===== config.mk =====
export PLATFORM = sky130hd
export DESIGN_NAME = wb_arbiter_2x1
export DESIGN_NICKNAME = d
export VERILOG_FILES = /design/src/rtl/wb_arbiter_2x1.sv
export SDC_FILE = /design/constraint.sdc
export NUM_CORES = 1
export LEC_CHECK = 0
export ABC_AREA = 0
export CORE_AREA = 4 4 103 105
export DETAILED_ROUTE_END_ITERATION = 8
export DIE_AREA = 0 0 107 109
export HOLD_SLACK_MARGIN = 0.15
export PLACE_DENSITY = 0.7
export SYNTH_ARGS = -nofsm -noshare
export SYNTH_HDL_FRONTEND = slang
export SYNTH_SLANG_ARGS = --single-unit

===== constraint.sdc =====
create_clock -name clk_i -period 3.88 [get_ports clk_i]
set_input_delay 0.776 -clock clk_i [delete_from_list [all_inputs] [get_ports clk_i]]
set_output_delay 0.776 -clock clk_i [all_outputs]
set_load 0.005 [all_outputs]

===== src/rtl/wb_arbiter_2x1.sv =====
// Two-master, one-slave Wishbone arbiter.
// A three-state FSM hands the shared slave to one master at a time, alternating on
// ties. A grant is held for as long as the owner keeps cyc high, so locked sequences
// such as read-modify-write are never split. Every grant change passes through IDLE.
// A strobe watchdog ends a transfer with a one-cycle error when the slave stays silent.
module wb_arbiter_2x1 #(
    parameter int ADDR_WIDTH  = 16,
    parameter int DATA_WIDTH  = 32,
    parameter int GRANULE     = 8,
    parameter int TIMEOUT     = 16,
    localparam int SEL_WIDTH  = DATA_WIDTH / GRANULE
) (
    input  logic                  clk_i,
    input  logic                  rst_i,

    input  logic                  m0_cyc_i,
    input  logic                  m0_stb_i,
    input  logic                  m0_we_i,
    input  logic [ADDR_WIDTH-1:0] m0_adr_i,
    input  logic [DATA_WIDTH-1:0] m0_dat_i,
    input  logic [SEL_WIDTH-1:0]  m0_sel_i,
    output logic                  m0_ack_o,
    output logic                  m0_err_o,
    output logic [DATA_WIDTH-1:0] m0_dat_o,

    input  logic                  m1_cyc_i,
    input  logic                  m1_stb_i,
    input  logic                  m1_we_i,
    input  logic [ADDR_WIDTH-1:0] m1_adr_i,
    input  logic [DATA_WIDTH-1:0] m1_dat_i,
    input  logic [SEL_WIDTH-1:0]  m1_sel_i,
    output logic                  m1_ack_o,
    output logic                  m1_err_o,
    output logic [DATA_WIDTH-1:0] m1_dat_o,

    output logic                  s_cyc_o,
    output logic                  s_stb_o,
    output logic                  s_we_o,
    output logic [ADDR_WIDTH-1:0] s_adr_o,
    output logic [DATA_WIDTH-1:0] s_dat_o,
    output logic [SEL_WIDTH-1:0]  s_sel_o,
    input  logic                  s_ack_i,
    input  logic                  s_err_i,
    input  logic [DATA_WIDTH-1:0] s_dat_i,

    output logic [1:0]            gnt_o
);

    typedef enum logic [1:0] {
        IDLE = 2'd0,
        GNT0 = 2'd1,
        GNT1 = 2'd2
    } state_t;

    // Counter value at which the next unanswered strobe edge fires the error.
    localparam logic [7:0] TMO_LAST = 8'(TIMEOUT - 1);

    state_t     state_q;
    state_t     state_d;
    logic       last_grant_q;   // 0: master 0 was granted last, 1: master 1
    logic       last_grant_d;
    logic [7:0] tmo_cnt_q;
    logic       tmo_err_q;
    logic       strobe_unanswered;
    logic       state_change;

    assign strobe_unanswered = s_stb_o & ~s_ack_i & ~s_err_i;
    assign state_change      = (state_d != state_q);

    // Response data is broadcast; only ack/err are steered to the owner.
    assign m0_dat_o = s_dat_i;
    assign m1_dat_o = s_dat_i;

    // Next-state decision: tie goes to the master that was not granted last.
    always_comb begin
        state_d      = state_q;
        last_grant_d = last_grant_q;
        case (state_q)
            IDLE: begin
                if (m0_cyc_i && m1_cyc_i) begin
                    if (last_grant_q) begin
                        state_d      = GNT0;
                        last_grant_d = 1'b0;
                    end else begin
                        state_d      = GNT1;
                        last_grant_d = 1'b1;
                    end
                end else if (m0_cyc_i) begin
                    state_d      = GNT0;
                    last_grant_d = 1'b0;
                end else if (m1_cyc_i) begin
                    state_d      = GNT1;
                    last_grant_d = 1'b1;
                end
            end
            GNT0: begin
                if (!m0_cyc_i) begin
                    state_d = IDLE;
                end
            end
            GNT1: begin
                if (!m1_cyc_i) begin
                    state_d = IDLE;
                end
            end
            default: begin
                state_d = IDLE;
            end
        endcase
    end

    // Grant state and round-robin memory; reset favours master 0 on the first tie.
    always_ff @(posedge clk_i or negedge rst_i) begin
        if (!rst_i) begin
            state_q      <= IDLE;
            last_grant_q <= 1'b1;
        end else begin
            state_q      <= state_d;
            last_grant_q <= last_grant_d;
        end
    end

    // Strobe watchdog: counts silent strobe edges and fires a single-cycle error.
    always_ff @(posedge clk_i or negedge rst_i) begin
        if (!rst_i) begin
            tmo_cnt_q <= 8'd0;
            tmo_err_q <= 1'b0;
        end else begin
            tmo_err_q <= 1'b0;
            if (state_change || !strobe_unanswered) begin
                tmo_cnt_q <= 8'd0;
            end else if (tmo_cnt_q == TMO_LAST) begin
                tmo_cnt_q <= 8'd0;
                tmo_err_q <= 1'b1;
            end else begin
                tmo_cnt_q <= tmo_cnt_q + 8'd1;
            end
        end
    end

    // Slave-side mux and response steering; the strobe is withheld during the error cycle.
    always_comb begin
        s_cyc_o  = 1'b0;
        s_stb_o  = 1'b0;
        s_we_o   = 1'b0;
        s_adr_o  = '0;
        s_dat_o  = '0;
        s_sel_o  = '0;
        m0_ack_o = 1'b0;
        m0_err_o = 1'b0;
        m1_ack_o = 1'b0;
        m1_err_o = 1'b0;
        gnt_o    = 2'b00;
        case (state_q)
            GNT0: begin
                s_cyc_o  = m0_cyc_i;
                s_stb_o  = m0_stb_i & ~tmo_err_q;
                s_we_o   = m0_we_i;
                s_adr_o  = m0_adr_i;
                s_dat_o  = m0_dat_i;
                s_sel_o  = m0_sel_i;
                m0_ack_o = s_ack_i;
                m0_err_o = s_err_i | tmo_err_q;
                gnt_o    = 2'b01;
            end
            GNT1: begin
                s_cyc_o  = m1_cyc_i;
                s_stb_o  = m1_stb_i & ~tmo_err_q;
                s_we_o   = m1_we_i;
                s_adr_o  = m1_adr_i;
                s_dat_o  = m1_dat_i;
                s_sel_o  = m1_sel_i;
                m1_ack_o = s_ack_i;
                m1_err_o = s_err_i | tmo_err_q;
                gnt_o    = 2'b10;
            end
            default: begin
            end
        endcase
    end

endmodule

==> flow_summary_export.csv <==
group,metric,value,unit
synthesis,synth_top_area_share,23.4,%
floorplan,ios,271,
floorplan,die_h,109,um
timing,skew,7.92,ps
synthesis,yosysUniqueCellTypes,35,
synthesis,synth_area_leaders,"buf_4 (23%), a22oi_1 (20%), nor2b_1 (17%), dfrtp_1 (13%), ha_1 (3.6%)",
global_routing,grt_usage,14.0,%
final_layout,area_delta_synth_final,69.1,%
global_routing,use_met1,17.2,%
global_routing,antenna_found_initial,0,
floorplan,core,9640,um^2
synthesis,avgSynthCellArea,7.79,um^2
power,ir_drop,252,uV
synthesis,yosys.area.top_type,"buf_4",
synthesis,synth_most_common_cell,"buf_4",
global_routing,gr-max-usage-layer,"met2",
routing,dr.pass1.iters,4,
clock_network,cts_resized,0,
routing,antenna_left,0,
critical_path,crit_fanout,39,
synthesis,synth_common_cells,"buf_4 (65), nor2b_1 (56), a22oi_1 (55)",
synthesis,synthCells,268,
final_layout,antennaDiodeCount,0,
final_layout,drive_above_1_share,4.35,%
synthesis,synth_seq_cells,12,
clock_network,worstSkewPairLatency,250,ps
timing,finalCriticalPeriod,3490,ps
critical_path,crit_path_start_kind,"flop",
clock_network,cts.sinks,12,
routing,drt_iter0_drc,150,
synthesis,netlist_area,2090,um^2
global_routing,grt_pass1_wl,13.0,mm
placed_design,dp_cells,497,
floorplan,die_x,107,um
routing,drc,0,
power,powerDensity,533,nW/um^2
clock_network,postCtsHoldBufs,0,
critical_path,worstPathArrival,2720,ps
placed_design,routabilityCongestion,0.839,
power,power.leakage,1.20,nW
synthesis,synth_edf_count,0,
timing,setup_violations,0,
timing,hold_viol_final,0,
global_routing,met3_usage,5.15,%
timing,maxSlewViolCount,0,
critical_path,endpoint_kind,"output pin",
clock_network,numCtsBuffers,3,
clock_network,htreeDepth,1,
synthesis,yosys_warnings,0,
timing,fin_tns_setup,0,ps
timing,finalWorstSetupSlack,387,ps
final_layout,n_fill_cell,1001,
floorplan,initial_core_util,21.7,%
global_routing,grt_overflow,0,
critical_path,cp_data_required_time,3100,ps
synthesis,yosysSeqAreaShare,14.4,%
final_layout,nNetsFinal,521,
placed_design,hpwl,7.59,mm
clock_network,root_buffer,"clkbuf_8",
timing,max_freq,286,MHz
routing,num_vias,2289,
final_layout,final_cell_count_no_fill,501,
clock_network,clk_path_buf_depth,2,
placed_design,dp_slack,646,ps
routing,drt_wl_total,9.26,mm
global_routing,grtUsageMet2,24.2,%
placed_design,portBuffers,174,
status,status,"completed",
synthesis,syn-num-nets,420,
timing,period_share,90.0,%
synthesis,synth_ff_type,"dfrtp_1",
clock_network,clk_pin_slew,60,ps
floorplan,die_area,11700,um^2
timing,worst_slew_pin_slew,739,ps
hold_path,hold_path_class,"reg -> reg",
clock_network,cts_setup_buffers,0,
clock_network,cts_tree,"done",
flow_run,drv_cap,0,
floorplan,rows,36,
global_routing,grt_pass1_vias,2300,
routing,vias_per_cell,4.57,
synthesis,ys_async_sr_fraction,100,%
routing,routedWlPerCell,18.5,um
timing,max_slew_margin,50.7,%
critical_path,critical_path_class,"reg -> out",
global_routing,grt_max_degree,40,
timing,rsz0062_at_grt,"no",
==> final cells by class <==
cell class	count	area [um^2]	share of cell area, %
timing repair buffer	179	1780	50.4
multi-input combinational	170	1220	34.5
tap	133	166	4.71
sequential	12	302	8.54
inverter	3	11.3	0.319
clock buffer	4	55.1	1.56
==> cells in the final DEF (no fill, tap or decap) <==
cell type          n
a211o_1            1
a21oi_1            2
a22oi_1           55
a311o_1            1
a31oi_1            1
a32oi_1            1
and2_1             3
and3_1             1
and4_1             1
buf_4              5
clkbuf_8           4
clkdlybuf4s50_1  174
dfrtp_1           11
dfstp_2            1
ha_1               4
ha_2               2
inv_1              3
mux2_1             1
nand2_1            8
nand2b_1           1
nand2b_4           1
nand3_1            2
nand4_1            1
nor2_1             4
nor2b_1           56
nor3_1             8
nor4_1             1
nor4b_2            1
nor4b_4            1
o211ai_1           1
o21a_1             3
o21ai_0            2
o311ai_4           1
xnor2_1            3
xor2_1             3
==> critical path, stage by stage (launching register included) <==
cell and delay [ps]:
dfrtp_1 460, inv_1 150, ha_2 690, buf_4 360, a22oi_1 130, nor2b_1 140, clkdlybuf4s50_1 530
==> power breakdown <==
| part | internal, mW | switching [mW] | leakage [nW] |
|---|---|---|---|
| clock network | 0.0897 | 0.0487 | 0.0288 |
| registers | 0.146 | 0.0298 | 0.162 |
| logic | 0.858 | 0.710 | 1.01 |
==> cells by family after synthesis <==
| logic type | share of synthesized area, % |
|---|---|
| AND/OR/NAND/NOR | 26.4 |
| buffers and inverters | 27.5 |
| AO/OA/AOI/OAI | 25.0 |
| flip-flops | 14.4 |
| XOR/XNOR | 2.52 |
| adder cells (fa/ha/maj) | 3.59 |
| multiplexers | 0.539 |
==> final timing paths <==
check	startpoint	to	slack [ps]	cells after the start
min reg2reg	tmo_cnt_q[0]$_DFF_PN0_	tmo_cnt_q[0]$_DFF_PN0_	510	1
max	state_q[0]$_DFF_PN0_	s_adr_o[11]	390	6
min in group asynchronous	rst_i	tmo_cnt_q[3]$_DFF_PN0_	890	1
max in group asynchronous	rst_i	last_grant_q$_DFFE_PN1P_	2610	1
max reg2reg	state_q[1]$_DFF_PN0_	tmo_cnt_q[4]$_DFF_PN0_	1190	7
min	tmo_cnt_q[0]$_DFF_PN0_	tmo_cnt_q[0]$_DFF_PN0_	510	1
==> metrics by stage <==
stage	util (%)	hold slack [ps]	total power [mW]	cell area, um^2
2_1_floorplan	-	466	1.03	2090
3_3_place_gp	36.1	491	1.73	3480
3_5_place_dp	36.1	499	1.76	3480
4_1_cts	36.6	511	1.91	3530
5_1_grt	36.6	537	2.03	3530
6_report	36.6	509	1.88	3530
==> flip-flops by register name, summed over array words and instances (netlist names) <==
name          cells
last_grant_q      1
tmo_err_q         1
state_q           2
tmo_cnt_q         8
==> layer usage <==
metal  share of wire [%]  vias up
met5                   0        -
met4                0.35        0
met3                  11        3
met2                  49      144
met1                  40     1066
li1                    -     1076
Note: power is estimated with default switching activity, not from simulation.
